`src/rtl/uart_pkg.sv`:
```
// uart_pkg: shared state encodings and frame constants for the UART endpoint
package uart_pkg;
  typedef enum logic [1:0] {TX_IDLE, TX_START, TX_DATA, TX_STOP} tx_state_t;
  typedef enum logic [1:0] {RX_IDLE, RX_START, RX_DATA, RX_STOP} rx_state_t;
  localparam int DATA_BITS = 8;
  localparam int STOP_BITS = 1;
endpackage

```
`src/rtl/uart_rx.sv`:
```
// uart_rx: synchronised 8N1 receiver with a single-byte holding register
module uart_rx
  import uart_pkg::*;
#(
  parameter int CLKS_PER_BIT = 434
) (
  input  logic       clk,
  input  logic       rst,
  input  logic       rxd,
  input  logic       rx_take,
  output logic [7:0] rx_byte,
  output logic       rx_valid,
  output logic       rx_overrun,
  output logic       rx_frame_err
);
  localparam int CW = $clog2(CLKS_PER_BIT);
  localparam int BW = $clog2(DATA_BITS);
  localparam logic [CW-1:0] CNT_MAX = CW'(CLKS_PER_BIT - 1);
  localparam logic [CW-1:0] CNT_HALF = CW'(CLKS_PER_BIT / 2 - 1);
  rx_state_t state, state_n;
  logic rx_s1, rx_s2, rx_prev, stop_hit, load;
  logic [CW-1:0] cnt, cnt_n;
  logic [BW-1:0] bit_idx, bit_n;
  logic [7:0] sh, sh_n;
  always_comb begin
    state_n = state;
    cnt_n = (cnt == '0) ? cnt : cnt - CW'(1);
    bit_n = bit_idx;
    sh_n = sh;
    stop_hit = 1'b0;
    unique case (state)
      RX_IDLE: if (rx_prev && !rx_s2) begin
        state_n = RX_START;
        cnt_n = CNT_HALF;
      end
      RX_START: if (cnt == '0) begin
        state_n = rx_s2 ? RX_IDLE : RX_DATA;
        cnt_n = CNT_MAX;
        bit_n = '0;
      end
      RX_DATA: if (cnt == '0) begin
        sh_n = {rx_s2, sh[7:1]};
        cnt_n = CNT_MAX;
        bit_n = bit_idx + BW'(1);
        state_n = (bit_idx == BW'(DATA_BITS - 1)) ? RX_STOP : RX_DATA;
      end
      RX_STOP: if (cnt == '0) begin
        stop_hit = 1'b1;
        state_n = RX_IDLE;
      end
      default: state_n = RX_IDLE;
    endcase
  end
  assign load = stop_hit && rx_s2 && (!rx_valid || rx_take);
  always_ff @(posedge clk or posedge rst) begin
    if (rst) begin
      rx_s1 <= 1'b1;
      rx_s2 <= 1'b1;
      rx_prev <= 1'b1;
      state <= RX_IDLE;
      cnt <= '0;
      bit_idx <= '0;
      sh <= '0;
      rx_byte <= '0;
      rx_valid <= 1'b0;
      rx_overrun <= 1'b0;
      rx_frame_err <= 1'b0;
    end else begin
      rx_s1 <= rxd;
      rx_s2 <= rx_s1;
      rx_prev <= rx_s2;
      state <= state_n;
      cnt <= cnt_n;
      bit_idx <= bit_n;
      sh <= sh_n;
      if (load) rx_byte <= sh;
      rx_valid <= load || (rx_valid && !rx_take);
      rx_overrun <= stop_hit && rx_s2 && rx_valid && !rx_take;
      rx_frame_err <= stop_hit && !rx_s2;
    end
  end
endmodule

```
`src/rtl/uart_port.sv`:
```
// uart_port: memory-mapped UART with TX FIFO, 8N1 serialiser and stall handshake
module uart_port
  import uart_pkg::*;
#(
  parameter int CLKS_PER_BIT = 434,
  parameter int TX_DEPTH = 4
) (
  input  logic       clk,
  input  logic       rst,
  input  logic [7:0] uart_data,
  input  logic       uart_write,
  input  logic       uart_read,
  output logic       uart_stall,
  output logic [7:0] rd_data,
  output logic       rx_overrun,
  output logic       rx_frame_err,
  output logic       txd,
  input  logic       rxd
);
  localparam int AW = $clog2(TX_DEPTH);
  localparam int CW = $clog2(CLKS_PER_BIT);
  localparam int BW = $clog2(DATA_BITS);
  localparam logic [CW-1:0] CNT_MAX = CW'(CLKS_PER_BIT - 1);
  localparam logic [AW:0] PTR_ONE = 1;
  logic [7:0] mem [TX_DEPTH];
  logic [AW:0] wr_ptr, rd_ptr;
  logic full, empty, push, pop, rx_valid, rx_take, txd_n, frame_done;
  logic [7:0] rx_byte, sh, sh_n;
  tx_state_t state, state_n;
  logic [CW-1:0] cnt, cnt_n;
  logic [BW-1:0] bit_idx, bit_n;
  assign full = (wr_ptr ^ rd_ptr) == {1'b1, {AW{1'b0}}};
  assign empty = wr_ptr == rd_ptr;
  assign uart_stall = (uart_write && full) || (uart_read && !rx_valid);
  assign push = uart_write && !uart_stall;
  assign rx_take = uart_read && !uart_stall;
  assign rd_data = rx_byte;
  assign frame_done = state == TX_STOP && cnt == '0 && bit_idx == BW'(STOP_BITS - 1);
  assign pop = !empty && (state == TX_IDLE || frame_done);
  always_ff @(posedge clk) begin
    if (push) mem[wr_ptr[AW-1:0]] <= uart_data;
  end
  always_ff @(posedge clk or posedge rst) begin
    if (rst) begin
      wr_ptr <= '0;
      rd_ptr <= '0;
    end else begin
      if (push) wr_ptr <= wr_ptr + PTR_ONE;
      if (pop) rd_ptr <= rd_ptr + PTR_ONE;
    end
  end
  // a pop always launches a start bit, so the next frame follows the stop bit with no gap
  always_comb begin
    state_n = state;
    cnt_n = (cnt == '0) ? cnt : cnt - CW'(1);
    bit_n = bit_idx;
    sh_n = sh;
    txd_n = txd;
    unique case (state)
      TX_IDLE: ;
      TX_START: if (cnt == '0) begin
        state_n = TX_DATA;
        cnt_n = CNT_MAX;
        bit_n = '0;
        txd_n = sh[0];
      end
      TX_DATA: if (cnt == '0) begin
        cnt_n = CNT_MAX;
        state_n = (bit_idx == BW'(DATA_BITS - 1)) ? TX_STOP : TX_DATA;
        bit_n = (bit_idx == BW'(DATA_BITS - 1)) ? '0 : bit_idx + BW'(1);
        sh_n = sh >> 1;
        txd_n = (bit_idx == BW'(DATA_BITS - 1)) ? 1'b1 : sh[1];
      end
      TX_STOP: if (cnt == '0) begin
        state_n = frame_done ? TX_IDLE : TX_STOP;
        cnt_n = frame_done ? cnt : CNT_MAX;
        bit_n = frame_done ? bit_idx : bit_idx + BW'(1);
      end
      default: state_n = TX_IDLE;
    endcase
    if (pop) begin
      state_n = TX_START;
      cnt_n = CNT_MAX;
      sh_n = mem[rd_ptr[AW-1:0]];
      txd_n = 1'b0;
    end
  end
  always_ff @(posedge clk or posedge rst) begin
    if (rst) begin
      state <= TX_IDLE;
      cnt <= '0;
      bit_idx <= '0;
      sh <= '0;
      txd <= 1'b1;
    end else begin
      state <= state_n;
      cnt <= cnt_n;
      bit_idx <= bit_n;
      sh <= sh_n;
      txd <= txd_n;
    end
  end
  uart_rx #(.CLKS_PER_BIT(CLKS_PER_BIT)) u_rx (
    .clk(clk),
    .rst(rst),
    .rxd(rxd),
    .rx_take(rx_take),
    .rx_byte(rx_byte),
    .rx_valid(rx_valid),
    .rx_overrun(rx_overrun),
    .rx_frame_err(rx_frame_err)
  );
endmodule
```
`config.mk`:
```
export PLATFORM = sky130hd
export DESIGN_NAME = uart_port
export DESIGN_NICKNAME = d
export VERILOG_FILES = /design/src/rtl/uart_pkg.sv /design/src/rtl/uart_rx.sv /design/src/rtl/uart_port.sv
export SDC_FILE = /design/constraint.sdc
export NUM_CORES = 1
export LEC_CHECK = 0
export BUFFER_PORTS_ARGS = -buffer_cell sky130_fd_sc_hd__buf_2
export CAP_MARGIN = 5
export CELL_PAD_IN_SITES_DETAIL_PLACEMENT = 0
export CELL_PAD_IN_SITES_GLOBAL_PLACEMENT = 1
export CORE_AREA = 2 2 96 98
export CTS_CLUSTER_DIAMETER = 40
export DETAILED_ROUTE_END_ITERATION = 10
export DIE_AREA = 0 0 98 100
export GPL_TIMING_DRIVEN = 0
export PLACE_DENSITY_LB_ADDON = 0.1
export SYNTH_ARGS = -nofsm -noshare
export SYNTH_HDL_FRONTEND = slang
export SYNTH_HIERARCHICAL = 1
export SYNTH_SLANG_ARGS = --single-unit
export TNS_END_PERCENT = 100
```
`constraint.sdc`:
```
create_clock -name clk -period 3.35 [get_ports clk]
set_input_delay 0.67 -clock clk [delete_from_list [all_inputs] [get_ports clk]]
set_output_delay 0.67 -clock clk [all_outputs]
set_load 0.01 [all_outputs]
```
==> results of run 1 <==
-- synthesized netlist by cell type, drive strengths merged (7+ instances only) --
master,number,area [sq um]
mux2,17,191
o21ai,16,80.1
nand2,22,82.6
nand3,11,55.1
mux2i,7,70.1
nor2,16,67.6
a21oi,12,63.8
buf,9,68.8
edfxtp,32,961
dfrtp,61,1530
mux4,8,206
inv,20,75.1
ha,19,238
nand2b,7,43.8
-- report_power, final --
group / internal (mW) / switching (mW)
Sequential: 1.49 / 0.236
Combinational: 0.586 / 0.714
Clock: 0.283 / 0.439
-- final timing paths --
| check | start | to | slack (ns) | cells after the start |
|---|---|---|---|---|
| worst min-delay path | rst | bit_idx[2]$_DFFE_PP0P_ | 0.36 | 2 |
| max in group asynchronous | rst | u_rx/rx_s1$_DFF_PP1_ | 2.27 | 3 |
| min in group clk | u_rx/rx_s1$_DFF_PP1_ | u_rx/rx_s2$_DFF_PP1_ | 0.36 | 0 |
| worst min register to register | u_rx/rx_s1$_DFF_PP1_ | u_rx/rx_s2$_DFF_PP1_ | 0.36 | 0 |
| worst max-delay path | u_rx/cnt[0]$_DFF_PP0_ | u_rx/rx_byte[3]$_DFFE_PP0P_ | 0.78 | 7 |
| worst max register to register | u_rx/cnt[0]$_DFF_PP0_ | u_rx/rx_byte[3]$_DFFE_PP0P_ | 0.78 | 7 |
-- final cells by class --
| cell class | count | share of cell area |
|---|---|---|
| plain buffers | 11 | 0.0150 |
| inverters | 20 | 0.0147 |
| repair buffers | 26 | 0.0344 |
| well taps | 111 | 0.0272 |
| clock inverters | 7 | 0.0115 |
| flip-flops and latches | 97 | 0.509 |
| multi-input cells | 225 | 0.364 |
| clock buffers | 9 | 0.0243 |
-- logic make-up (layout without fill, tap and decap cells) --
kind of cell / after synthesis / count (layout) / share of synthesized area
fa+ha+maj: 19 / 19 / 0.0517
mux: 32 / 32 / 0.102
compound gates: 67 / 67 / 0.103
simple gates: 97 / 97 / 0.125
xor+xnor: 10 / 10 / 0.0223
flops: 97 / 97 / 0.564
buf+inv: 31 / 73 / 0.0329
-- per-stage QoR --
step           power, mW  hold WS (ns)  std cells  worst slack, ns
4_1_cts             3.79         0.363        505            0.755
2_1_floorplan       2.73         0.345        353             1.12
3_3_place_gp        3.02         0.346        488            0.800
3_5_place_dp        3.06         0.349        489            0.774
5_1_grt             4.03         0.370        506            0.623
6_report            3.75         0.357        506            0.780
-- critical path: stages (launching register included) --
cell     delay [ns]
dfrtp_1        0.43
inv_1          0.07
ha_1           0.20
or4b_1         0.62
nor2_4         0.20
inv_2          0.10
nor3b_4        0.45
mux2_2         0.40
-- flip-flops by register name, summed over array words and instances (netlist names), 8 cells and up, named ones only --
| signal | flops |
|---|---|
| mem | 32 |
| cnt | 9 |
| u_rx/cnt | 9 |
| sh | 8 |
| u_rx/rx_byte | 8 |
| u_rx/sh | 8 |
-- per-layer routing --
| layer | vias up | track usage | wire length [microns] |
|---|---|---|---|
| met5 | - | 0 | 0 |
| met4 | 0 | 0.0620 | 99 |
| met3 | 8 | 0.0439 | 272 |
| met2 | 37 | 0.309 | 4120 |
| met1 | 1396 | 0.238 | 3780 |
| li1 | 1393 | - | - |
-- cell usage in the layout (no fill, tap or decap), types with 15 or more instances in the layout --
master / n
inv_1: 19
ha_1: 19
edfxtp_1: 32
nor2_1: 15
nand2_1: 22
buf_2: 28
o21ai_0: 16
dfrtp_1: 61
mux2_2: 16
==> qor.txt, run 1 <==
outcome = completed
Post-Synthesis Cells = 353
clock transition at the registers of the reported paths = 0.10 ns
Fmax = 389 MHz
Core Box Area = 8890 sq um
Total GRT Usage = 0.184
count of input and output buffers = 24
area grow syn2layout = 10.8%
I/O pins = 25
Worst setup SP type = register
layout cell share with drive strength beyond 1 = 0.220
max-slew violation count = 0
CTS H-tree lvls = 3
Detail Placement HPWL = 5870 microns
Via density = 5.60
CP endpoint kind = register
Total Die Area = 9800 sq um
Sequential Area = 2590 sq um
CTS Hold Bufs = 0
Area after DPL = 4890 sq um
synth unique cells = 66
TNS Setup = 0 ns
area of the multi-input gates = 1860 sq um
vias in the first global route = 2848
worst-skew pair later-pin latency = 0.36 ns
fin crit period = 2.57 ns
crit path kind = register to register
routability cong. = 0.756
syn nets = 385
EDFF count, synth = 32
RSZ-0062 raised after global routing = no
max_slew headroom = 0.486
Final Setup Violations = 0
routed wire length = 8270 microns
skew final = 0.00810 ns
TritonCTS clock tree = done
nets = 422
first-pass GRT wire length = 14100 microns
via count = 2834
Hold Vio Cnt, Final = 0
Crit Path Max Fanout = 8
Filler Cell Count = 759
clk root buf = clkbuf_8
sequential fraction of the synthesis area = 0.564
Avg WL per Cell = 16.3 microns
Max IR drop VDD = 0.000357 V
Final Util = 0.573
Critical Path AT = 2.83 ns
Async SR Flop Fraction = 0.670
Inserted Clock Buffers = 9
post-synthesis register bit count = 97
Row Count = 35
cell area after synthesis = 4600 sq um
leakage power = 2.23 nW
worst hold path class = input port to async pin
Inserted Diodes = 0
post-route clock period utilization = 0.767
Yosys warning count = 6
initial antenna violation count = 0
Chip Width = 98 microns
ys flop type = dfrtp_1
post-CTS setup buffers = 0
largest net degree at the start of global routing = 30
worst slew pin tran = 0.770 ns
Synth Area per Inst = 13.0 sq um
DRC Markers = 0
router iterations before antenna repair = 4
total grt overflow = 0
pwr dens = 735 nW/um^2
antenna viol nets, final = 0
Die Height = 100 microns
maxcap violations = 0
clock sink count = 97
Finished Cell Area = 5100 sq um
post-CTS resize count = 0
Initial Util = 0.518
Worst EP required = 3.61 ns
initial DRC count = 82
Max clock buf depth = 2
No activity file was read; power rests on OpenSTA's default activity.
==> run 2: changes to the inputs <==
--- a/config.mk
+++ b/config.mk
@@ -5,14 +5,15 @@
 export SDC_FILE = /design/constraint.sdc
 export NUM_CORES = 1
 export LEC_CHECK = 0
+export ABC_AREA = 1
 export BUFFER_PORTS_ARGS = -buffer_cell sky130_fd_sc_hd__buf_2
 export CAP_MARGIN = 5
 export CELL_PAD_IN_SITES_DETAIL_PLACEMENT = 0
 export CELL_PAD_IN_SITES_GLOBAL_PLACEMENT = 1
-export CORE_AREA = 2 2 96 98
+export CORE_AREA = 2 2 110 112
 export CTS_CLUSTER_DIAMETER = 40
 export DETAILED_ROUTE_END_ITERATION = 10
-export DIE_AREA = 0 0 98 100
+export DIE_AREA = 0 0 112 114
 export GPL_TIMING_DRIVEN = 0
 export PLACE_DENSITY_LB_ADDON = 0.1
 export SYNTH_ARGS = -nofsm -noshare
==> constraint.sdc (replaced) <==
create_clock -name clk -period 2.15 [get_ports clk]
set_input_delay 0.43 -clock clk [delete_from_list [all_inputs] [get_ports clk]]
set_output_delay 0.43 -clock clk [all_outputs]
set_load 0.01 [all_outputs]
==> qor.txt, run 2 <==
outcome = finished with violations
violated checks = setup timing
cell area after synthesis = 4850 sq um
DRC Markers = 0
Crit-path slowest cell = nor2_1
Synth Area per Inst = 9.07 sq um
biggest area consumer among synthesized cells = dfrtp_1
Final Setup Violations = 8
worst-skew pair later-pin latency = 0.35 ns
Initial Util = 0.414
Area contributors post-synth = dfrtp_1, edfxtp_1, nand2_1
hold slack = 0.138 ns
final cell count without fillers = 723
Total GRT Usage = 0.166
Die Height = 114 microns
worst path cell trace = clkbuf_4, xnor2_2, nand3_1, nand3_1, nor2_1
Core Box Area = 11700 sq um
ys flop type = dfrtp_1
vias in the first global route = 3430
EDFF count, synth = 32
Seq pwr share = 0.439
Worst EP required = 2.13 ns
CTS H-tree lvls = 3
CP delay by family, top = simple AND/OR/NAND/NOR gates
Filler Cell Count = 1184
Worst R2R Setup Slack = -0.01 ns
max reg flops = 32
Via density = 4.85
syn nets = 567
area of the multi-input gates = 1990 sq um
synth unique cells = 41
Worst setup SP type = register
sequential fraction of the synthesis area = 0.534
setup ws final = -0.0106 ns
Finished Cell Area = 5540 sq um
Hold Vio Cnt, Final = 0
RSZ-0062 raised after global routing = yes
Fmax = 463 MHz
count of input and output buffers = 24
Post-Synthesis Cells = 535
clock transition at the registers of the reported paths = 0.07 ns
Critical Path AT = 2.14 ns
CP dominant cell by count = nand3_1
Final Util = 0.473
Crit Path Max Fanout = 10
antenna viol nets, final = 0
max_slew headroom = 0.447
Comb power frac = 0.251
top cells by count, synth = nand2_1, inv_1, nor2_1
Avg WL per Cell = 13.6 microns
layout cell share with drive strength beyond 1 = 0.165
CP endpoint kind = register
worst hold path class = input port to async pin
Max clock buf depth = 2
max-slew violation count = 0
Yosys warning count = 6
fin crit period = 2.16 ns
TritonCTS clock tree = done
Sequential Area = 2590 sq um
Max IR drop VDD = 0.000499 V
Inserted Clock Buffers = 9
most used standard cell by instance count after synthesis = nand2_1
routed wire length = 9810 microns
maxcap violations = 0
clock power share = 0.310
Worst path max stage delay = 0.71 ns
initial DRC count = 150
switching pwr = 1.71 mW
first-pass GRT wire length = 16500 microns
commonest non-fill, non-tap cell in the layout = nand2_1
Async SR Flop Fraction = 0.670
routability cong. = 0.823
Detail Placement HPWL = 6820 microns
Row Count = 40
commonest non-fill, non-tap cells in the layout = nand2_1, inv_1, nor2_1, dfrtp_1, nand3_1
Total Die Area = 12800 sq um
clock sink count = 97
post-synthesis register bit count = 97
worst slew pin tran = 0.827 ns
Chip Width = 112 microns
skew final = 0.00619 ns
CTS Hold Bufs = 0
post-route clock period utilization = 1.00
nets = 603
clk root buf = clkbuf_16
Tot Pwr = 5.34 mW
Area after DPL = 5160 sq um
largest net degree at the start of global routing = 37
pwr dens = 965 nW/um^2
Worst R2R End = mem[2][2]$_DFFE_PP_
total grt overflow = 0
Placed Instances = 706
leakage power = 2.63 nW
I/O pins = 25
initial antenna violation count = 0
Worst R2R Path Depth = 5
sw frac = 0.320
crit path kind = register to register
worst reg2reg startpoint = rd_ptr[1]$_DFFE_PP0P_
top-area cell type share of the netlist area = 0.315
Inserted Diodes = 0
via count = 3503
router iterations before antenna repair = 4
worst path buffer plus inverter count = 1
area grow syn2layout = 14.1%
Power Internal = 3.63 mW
==> run 2: cell count changes after synthesis, sizes merged, moves of 7 or more <==
cell and delta:
nor2 +63, nand3 +30, nand2 +113, mux2i -7, nand4 +9, mux4 -8
nand2b -7, o21bai +8, mux2 -17, o21ai +19, o22ai +7, inv +47
==> run 2: what timing repair did <==
action                                  CTS  global route
endpoints found under the setup margin   35            38
gates resized for setup                   4             7
pin swaps                                 0             3
endpoints found under the hold margin     0             0
setup buffers                             0             0
==> run 2: cell families after synthesis <==
kind of cell,after synthesis,synth area share
AOI/OAI and AO/OA,63,0.0758
xor gates and xnor gates,10,0.0180
adders and majority gates,19,0.0490
buffers and inverters,76,0.0637
DFF,97,0.534
and+or+nand+nor,270,0.259
==> run 2: area by class of cell <==
class,instances,share of cell area
sequential,97,0.468
multi-input combinational,362,0.359
inverter,69,0.0475
clock buffer,12,0.0466
tap,147,0.0332
timing repair buffer,25,0.0267
buffer,7,0.00949
clock inverter,4,0.00927
==> run 2: worst max path at each step <==
stage | cells after the start | slack [ns] | from | to
after floorplan | 9 | 0.12 | rd_ptr[0]$_DFFE_PP0P_ | u_rx/rx_byte[0]$_DFFE_PP0P_
after global placement | 9 | -0.34 | rd_ptr[1]$_DFFE_PP0P_ | u_rx/rx_byte[6]$_DFFE_PP0P_
after detailed placement | 9 | -0.36 | rd_ptr[1]$_DFFE_PP0P_ | u_rx/rx_byte[2]$_DFFE_PP0P_
after CTS | 5 | -0.06 | rd_ptr[1]$_DFFE_PP0P_ | mem[2][2]$_DFFE_PP_
after global routing | 5 | -0.20 | rd_ptr[1]$_DFFE_PP0P_ | mem[2][7]$_DFFE_PP_
final | 5 | -0.01 | rd_ptr[1]$_DFFE_PP0P_ | mem[2][2]$_DFFE_PP_
==> run 2: per-layer routing <==
| layer | vias up | global-route usage | share of wire |
|---|---|---|---|
| li1 | 1807 | - | - |
| met1 | 1640 | 0.215 | 0.47 |
| met4 | 0 | 0.0805 | 0.022 |
| met2 | 42 | 0.272 | 0.49 |
| met3 | 14 | 0.0271 | 0.025 |
| met5 | - | 0 | 0 |
==> run 2: power by group through the flow <==
stage / logic [mW] / clock network [mW] / registers, mW
CTS: 1.34 / 1.71 / 2.34
global placement: 1.31 / 0 / 2.37
detailed placement: 1.33 / 0 / 2.38
floorplan: 1.01 / 0 / 2.36
global route: 1.55 / 1.78 / 2.38
finish: 1.34 / 1.66 / 2.34
==> run 2: through the flow <==
stage          setup WS (ns)  TNS, ns
2_1_floorplan          0.116        0
3_3_place_gp          -0.345    -3.35
3_5_place_dp          -0.356    -3.80
4_1_cts              -0.0604   -0.765
5_1_grt               -0.201    -4.31
6_report             -0.0106  -0.0716
==> run 3: changes to the inputs <==
--- a/config.mk
+++ b/config.mk
@@ -5,15 +5,14 @@
 export SDC_FILE = /design/constraint.sdc
 export NUM_CORES = 1
 export LEC_CHECK = 0
-export ABC_AREA = 1
 export BUFFER_PORTS_ARGS = -buffer_cell sky130_fd_sc_hd__buf_2
 export CAP_MARGIN = 5
 export CELL_PAD_IN_SITES_DETAIL_PLACEMENT = 0
 export CELL_PAD_IN_SITES_GLOBAL_PLACEMENT = 1
-export CORE_AREA = 2 2 110 112
+export CORE_AREA = 2 2 105 107
 export CTS_CLUSTER_DIAMETER = 40
 export DETAILED_ROUTE_END_ITERATION = 10
-export DIE_AREA = 0 0 112 114
+export DIE_AREA = 0 0 107 109
 export GPL_TIMING_DRIVEN = 0
 export PLACE_DENSITY_LB_ADDON = 0.1
 export SYNTH_ARGS = -nofsm -noshare
==> qor.txt, run 3 (synthesized netlist as in run 1, its figures left out) <==
DRC Markers = 0
I/O pins = 25
Initial Util = 0.434
Detail Placement HPWL = 5610 microns
routed wire length = 8490 microns
Final Util = 0.501
clock transition at the registers of the reported paths = 0.10 ns
Worst setup SP type = register
Critical Path AT = 2.38 ns
Seq pwr share = 0.432
CTS H-tree lvls = 3
Crit Path Max Fanout = 6
skew final = 0.0136 ns
count of input and output buffers = 24
commonest non-fill, non-tap cell in the layout = dfrtp_1
Sequential Area = 2590 sq um
commonest non-fill, non-tap cells in the layout = dfrtp_1, edfxtp_1, buf_2, nand2_1, ha_1
Crit-path slowest cell = or4_1
worst hold path class = input port to register
Tot Pwr = 6.20 mW
initial DRC count = 148
Chip Width = 107 microns
largest net degree at the start of global routing = 37
Placed Instances = 517
Max clock buf depth = 2
via count = 2811
leakage power = 2.31 nW
Die Height = 109 microns
Area after DPL = 4900 sq um
CP endpoint kind = register
Max IR drop VDD = 0.000464 V
Hold Vio Cnt, Final = 0
RSZ-0062 raised after global routing = yes
sw frac = 0.368
area of the multi-input gates = 1930 sq um
antenna viol nets, final = 0
final cell count without fillers = 545
vias in the first global route = 2807
outcome = completed
Finished Cell Area = 5320 sq um
Avg WL per Cell = 15.6 microns
routability cong. = 0.753
max-slew violation count = 0
Worst path max stage delay = 0.51 ns
worst path buffer plus inverter count = 3
Total Die Area = 11700 sq um
router iterations before antenna repair = 4
max reg flops = 32
initial antenna violation count = 0
area grow syn2layout = 15.5%
Inserted Clock Buffers = 9
total grt overflow = 0
Core Box Area = 10600 sq um
Total GRT Usage = 0.160
Worst EP required = 2.40 ns
Final Setup Violations = 0
Via density = 5.16
pwr dens = 1170 nW/um^2
worst path cell trace = or4_1, buf_2, nor2_4, inv_4, nor3b_4, buf_6, mux2_4
fin crit period = 2.12 ns
clock power share = 0.210
CP delay by family, top = simple AND/OR/NAND/NOR gates
Fmax = 471 MHz
max_slew headroom = 0.496
setup ws final = 0.0270 ns
worst slew pin tran = 0.755 ns
worst-skew pair later-pin latency = 0.37 ns
clk root buf = clkbuf_8
Comb power frac = 0.358
TritonCTS clock tree = done
Filler Cell Count = 913
layout cell share with drive strength beyond 1 = 0.279
Post-Place Setup Slack = -0.279 ns
Inserted Diodes = 0
Row Count = 38
post-route clock period utilization = 0.987
Power Internal = 3.92 mW
first-pass GRT wire length = 14300 microns
maxcap violations = 0
nets = 432
switching pwr = 2.28 mW
crit path kind = register to register
clock sink count = 97
run 3: cell count changes in the layout (fill, tap and decap cells not counted), moves of 26 or more:
cell	before	now
nand3_1	37	11
inv_1	64	16
nor2_1	61	15
nand2_1	127	20
run 3: power groups by stage:
stage	Clock, mW	Combinational (mW)	Sequential (mW)
after floorplan	0	1.63	2.64
after global placement	0	2.02	2.72
after detailed placement	0	2.04	2.73
after CTS	1.35	2.15	2.68
after global routing	1.43	2.50	2.75
final	1.30	2.22	2.68
run 3: final cells by class:
class,instances,share of cell area
Sequential cell,97,0.488
Timing Repair Buffer,36,0.0447
Inverter,20,0.0146
Buffer,11,0.0155
Tap cell,140,0.0330
Clock inverter,7,0.0184
Multi-Input combinational cell,225,0.363
Clock buffer,9,0.0233
run 3: routing by layer:
layer	share of wire	global-route usage	wire length, microns
met5	0	0	0
met4	0.0077	0.0547	65
met3	0.025	0.0353	208
met2	0.46	0.242	3890
met1	0.51	0.230	4320
run 3: worst reg2reg max path, delay by kind of cell (launching register included):
kind,cells,cell delay (ns)
simple gates,3,0.88
flops,1,0.42
buf+inv,3,0.42
mux,1,0.30
run 3: final timing paths:
path                       slack (ns)                  start                          end  cells after the start
setup / recovery                 0.03  u_rx/cnt[7]$_DFF_PP0_  u_rx/rx_byte[0]$_DFFE_PP0P_                      7
hold / removal                   0.15                    rxd         u_rx/rx_s1$_DFF_PP1_                      1
min in group asynchronous        0.16                    rst            sh[7]$_DFFE_PP0P_                      2
max in group asynchronous        1.40                    rst              txd$_DFFE_PP1P_                      3
hold reg to reg                  0.36   u_rx/rx_s1$_DFF_PP1_         u_rx/rx_s2$_DFF_PP1_                      0
setup reg to reg                 0.03  u_rx/cnt[7]$_DFF_PP0_  u_rx/rx_byte[0]$_DFFE_PP0P_                      7
run 3: what timing repair did:
item	CTS	global route
gates resized for setup	5	25
setup buffers	7	4
hold buffers	0	0
cloned	0	0
endpoints found under the setup margin	23	49
pin swaps	3	6
run 3: through the flow:
step,hold WS (ns),TNS (ns)
global placement,0.347,-2.75
detailed placement,0.347,-2.96
global route,0.127,-0.485
floorplan,0.345,-0.0121
finish,0.152,0
CTS,0.132,0
